[src/rtl/param_updown_counter.sv]
// Parametrised up/down counter: prescaled steps, clamped load, terminal-count pulse and hex digit drive.
// Define COUNTER_HEX_EN to build the 7-segment decoders; without it hex is tied high (blank).
module param_updown_counter #(
  parameter int              WIDTH      = 8,
  parameter logic [WIDTH-1:0] MAX_COUNT = {WIDTH{1'b1}},
  parameter int              DIV        = 1,
  localparam int             NUM_DIGITS = (WIDTH + 3) / 4
) (
  input  logic                    clock,
  input  logic                    reset_n,
  input  logic                    clear_b,
  input  logic                    enable,
  input  logic                    up_down,
  input  logic                    load,
  input  logic [WIDTH-1:0]        load_value,
  output logic [WIDTH-1:0]        Q,
  output logic                    tc,
  output logic [7*NUM_DIGITS-1:0] hex
);

  localparam logic [15:0] PRE_LAST = 16'(DIV - 1);

  logic [WIDTH-1:0] r_q;
  logic [15:0]      r_pre;
  logic             r_tc;

  logic             w_step;
  logic             w_wrap;
  logic [WIDTH-1:0] w_next;
  logic [WIDTH-1:0] w_load_clamped;

  assign w_step         = (r_pre == PRE_LAST);
  assign w_wrap         = up_down ? (r_q == MAX_COUNT) : (r_q == '0);
  assign w_load_clamped = (load_value > MAX_COUNT) ? MAX_COUNT : load_value;

  always_comb begin
    w_next = r_q;
    if (up_down)
      w_next = w_wrap ? '0 : r_q + WIDTH'(1);
    else
      w_next = w_wrap ? MAX_COUNT : r_q - WIDTH'(1);
  end

  always_ff @(posedge clock or negedge reset_n) begin
    if (!reset_n) begin
      r_q   <= '0;
      r_pre <= '0;
      r_tc  <= 1'b0;
    end else if (!clear_b) begin
      r_q   <= '0;
      r_pre <= '0;
      r_tc  <= 1'b0;
    end else if (load) begin
      r_q   <= w_load_clamped;
      r_pre <= '0;
      r_tc  <= 1'b0;
    end else if (enable) begin
      if (w_step) begin
        r_q   <= w_next;
        r_pre <= '0;
        r_tc  <= w_wrap;
      end else begin
        r_pre <= r_pre + 16'd1;
        r_tc  <= 1'b0;
      end
    end else begin
      r_tc <= 1'b0;
    end
  end

  assign Q  = r_q;
  assign tc = r_tc;

`ifdef COUNTER_HEX_EN
  // Zero-extend Q so the top digit shows unused nibble bits as 0.
  logic [4*NUM_DIGITS-1:0] w_q_pad;
  assign w_q_pad = (4*NUM_DIGITS)'(r_q);

  function automatic logic [6:0] seg_decode(input logic [3:0] nib);
    logic [6:0] seg;
    case (nib)
      4'h0: seg = 7'h40;
      4'h1: seg = 7'h79;
      4'h2: seg = 7'h24;
      4'h3: seg = 7'h30;
      4'h4: seg = 7'h19;
      4'h5: seg = 7'h12;
      4'h6: seg = 7'h02;
      4'h7: seg = 7'h78;
      4'h8: seg = 7'h00;
      4'h9: seg = 7'h10;
      4'hA: seg = 7'h08;
      4'hB: seg = 7'h03;
      4'hC: seg = 7'h46;
      4'hD: seg = 7'h21;
      4'hE: seg = 7'h06;
      default: seg = 7'h0E;
    endcase
    return seg;
  endfunction

  for (genvar g = 0; g < NUM_DIGITS; g++) begin : g_digit
    assign hex[7*g +: 7] = seg_decode(w_q_pad[4*g +: 4]);
  end
`else
  assign hex = '1;
`endif

endmodule

[config.mk]
export PLATFORM = sky130hd
export DESIGN_NAME = param_updown_counter
export DESIGN_NICKNAME = d
export VERILOG_FILES = /design/src/rtl/param_updown_counter.sv
export SDC_FILE = /design/constraint.sdc
export NUM_CORES = 1
export LEC_CHECK = 0
export ABC_AREA = 1
export BUFFER_PORTS_ARGS = -buffer_cell sky130_fd_sc_hd__buf_2
export CAP_MARGIN = 10
export CORE_ASPECT_RATIO = 1.4
export CORE_MARGIN = 2
export CORE_UTILIZATION = 49
export DETAILED_ROUTE_END_ITERATION = 10
export PLACE_DENSITY_LB_ADDON = 0.3
export RECOVER_POWER = 50
export SLEW_MARGIN = 20
export SYNTH_ARGS = -nofsm -noshare
export SYNTH_HDL_FRONTEND = slang
export SYNTH_SLANG_ARGS = --single-unit
[constraint.sdc]
create_clock -name clock -period 3.6 [get_ports clock]
set_input_delay 0.18 -clock clock [delete_from_list [all_inputs] [get_ports clock]]
set_output_delay 0.18 -clock clock [all_outputs]
set_load 0.1 [all_outputs]
==> impl_metrics.sql <==
INSERT INTO impl_metrics (metric_group, metric, value, unit) VALUES
('outcome', 'status', 'finished, violations left', ''),
('outcome', 'failed_checks', 'design-rule violations', ''),
('placement', 'dpl_cell_area', '2130', 'um2'),
('routing', 'route.vias.total', '1983', ''),
('sta', 'maxClockFrequency', '552', 'MHz'),
('cells_and_area', 'num_antenna_cells', '0', ''),
('routing', 'tritonroute_pass_1_iters', '7', ''),
('synth', 'async_reset_ff_share', '100', '%'),
('synth', 'synth_compound_gate_area_share', '7.19', '%'),
('job', 'drv.max_cap_violation_count', '0', ''),
('synth', 'netlist_top_cells_count', 'sky130_fd_sc_hd__nand2_1, sky130_fd_sc_hd__nor2_1, sky130_fd_sc_hd__inv_1', ''),
('cells_and_area', 'layout-drive-gt1-share', '12.5', '%'),
('synth', 'synth_top_family_by_area', 'simple AND/OR/NAND/NOR gates', ''),
('critical_path', 'r2r.worst_path.cells', '9', ''),
('routing', 'initialDrtViolationCount', '118', ''),
('sta', 'setup_ws', '1.79', 'ns'),
('routing', 'wirelength', '4.90', 'mm'),
('sta', 'skew', '0.00276', 'ns'),
('sta', 'final_max_slew_viol_count', '0', ''),
('synth', 'post-synth-top-area-fraction', '30.2', '%'),
('clocking', 'h-tree-depth', '1', ''),
('global_route', 'antenna_found_initial', '0', ''),
('clocking', 'cts.sinks', '25', ''),
('sta', 'number_of_hold_violations_in_the_final_report', '0', ''),
('synth', 'synthCells', '325', ''),
('critical_path', 'regToRegSetupSlack', '1.94', 'ns'),
('power_and_ir_drop', 'combPwrFrac', '36.7', '%'),
('critical_path', 'sort_of_element_at_the_start_of_the_critical_path', 'flop', ''),
('floorplanning', 'dieWidth', '58.9', 'um'),
('critical_path', 'path_buf_inv', '1', ''),
('clocking', 'worst_skew_late_latency', '0.27', 'ns'),
('sta', 'final_min_period', '1.81', 'ns'),
('floorplanning', 'die-area', '4770', 'um2'),
('synth', 'post_synth_and_or_nand_nor_area_fraction', '44.1', '%'),
('synth', 'yosys.area.top_type', 'sky130_fd_sc_hd__dfrtp_1', ''),
('critical_path', 'crit-reg2reg-capture', 'r_pre[4]', ''),
('critical_path', 'cp-endpoint', 'Q[1]', ''),
('placement', 'dp_slack', '1.95', 'ns'),
('synth', 'synth_top_flop_cell', 'sky130_fd_sc_hd__dfrtp_1', ''),
('power_and_ir_drop', 'internal_power', '0.419', 'mW'),
('power_and_ir_drop', 'p_leak', '1.06', 'nW'),
('clocking', 'tritoncts', 'yes', ''),
('synth', 'synth_fa_ha_area_share', '3.02', '%'),
('critical_path', 'worst-path-stages', '1', ''),
('global_route', 'gr-total-overflow', '0', ''),
('clocking', 'cts_setup_buffers', '0', ''),
('synth', 'yosysSeqAreaShare', '30.2', '%'),
('global_route', 'first_global_vias', '1868', ''),
('floorplanning', 'floorplan.die.height', '80.9', 'um'),
('power_and_ir_drop', 'clock_power_share', '22.2', '%'),
('sta', 'timing.max_slew.rel_slack', '7.59', '%'),
('routing', 'wl_per_cell', '12.6', 'um'),
('synth', 'synth_cell_type_count', '28', ''),
('sta', 'rsz0062_at_grt', 'false', ''),
('floorplanning', 'placeableCoreArea', '4130', 'um2'),
('power_and_ir_drop', 'power.share.sequential', '41.1', '%'),
('hold_path', 'hp-class', 'in2reg', ''),
('synth', 'syn_area', '2070', 'um2'),
('critical_path', 'cp_data_arrival_time', '1.63', 'ns'),
('cells_and_area', 'area.growth.synth_to_final', '5.44', '%'),
('clocking', 'cts.hold.buffers_added', '1', ''),
('routing', 'remaining_routing_drc_violations', '2', ''),
('cells_and_area', 'finalCoreUtilization', '52.8', '%'),
('power_and_ir_drop', 'cellPowerDensity', '348', 'nW/um2'),
('clocking', 'cts_buffer_depth', '2', ''),
('placement', 'routabilityCongestion', '0.915', ''),
('global_route', 'grt_first_pass_wirelength', '8.20', 'mm'),
('synth', 'ys_seq_elements', '25', ''),
('cells_and_area', 'fillerInstances', '444', ''),
('critical_path', 'largest_incremental_delay_on_the_critical_path', '0.89', 'ns'),
('clocking', 'cts_buffers', '3', '');
[final cells by class]
type                            instances  area, um2  area share, %
Sequential cell                        25        626           28.7
Tap cell                               45       56.3           2.58
Multi-Input combinational cell        259       1210           55.6
Timing Repair Buffer                   23        114           5.22
Clock buffer                            3       41.3           1.89
Inverter                               34        128           5.85
Clock inverter                          1       5.00          0.229
[placed cells by master (no fill, tap or decap), drive strengths merged, types with 3 or more instances in the layout]
master  Yosys  final
nand3      30     30
dfrtp      25     25
conb        1     14
nand2      97     97
buf        19     17
a21oi      11     11
nand4       4      4
clkbuf      1      8
xor2        3      3
nor3       12     12
ha          5      5
nor2       63     63
inv        34     34
o21ai      15     15
[worst min-delay path, delay by kind of cell]
kind | cells | cell delay (ns)
buffers and inverters | 1 | 0.14
AND/OR/NAND/NOR | 2 | 0.13
[layer usage]
metal,up-vias,wire (um),track usage [%]
met4,0,161,11.6
met5,-,0,0
met2,56,2600,41.3
met1,878,1960,24.8
li1,1035,-,-
met3,14,184,2.23
[sequential cells by signal, indices dropped and copies added, names as in the netlist]
name and cells:
r_pre 16, Q 8, tc 1
[kinds of logic after synthesis]
logic type,Yosys count
and+or+nand+nor,208
buffers and inverters,54
AOI/OAI and AO/OA,28
DFF,25
adders and majority gates,5
xor gates and xnor gates,4
other,1
[worst min-delay path by stage]
| stage | startpoint | to | slack, ns | cells past startpoint |
|---|---|---|---|---|
| finish | clear_b | r_pre[7] | 0.21 | 3 |
| global route | clear_b | r_pre[7] | 0.22 | 3 |
| CTS | clear_b | r_pre[7] | 0.20 | 3 |
| detailed placement | reset_n | r_pre[2] | 0.22 | 1 |
| global placement | reset_n | r_pre[2] | 0.22 | 1 |
| floorplan | reset_n | Q[0] | -0.12 | 0 |
[power by group through the flow]
stage | Combinational, mW | Sequential [mW] | Clock (mW)
6_report | 0.278 | 0.312 | 0.169
5_1_grt | 0.299 | 0.314 | 0.189
4_1_cts | 0.280 | 0.311 | 0.179
3_5_place_dp | 0.278 | 0.317 | 0
3_3_place_gp | 0.277 | 0.317 | 0
2_1_floorplan | 0.179 | 0.381 | 0
[per-stage QoR]
step,hold WS (ns),cells,power (mW)
floorplan,-0.116,338,0.560
global placement,0.218,385,0.594
detailed placement,0.218,385,0.595
CTS,0.204,390,0.769
global route,0.220,390,0.802
finish,0.213,390,0.759
(Power assumes the default switching activity.)
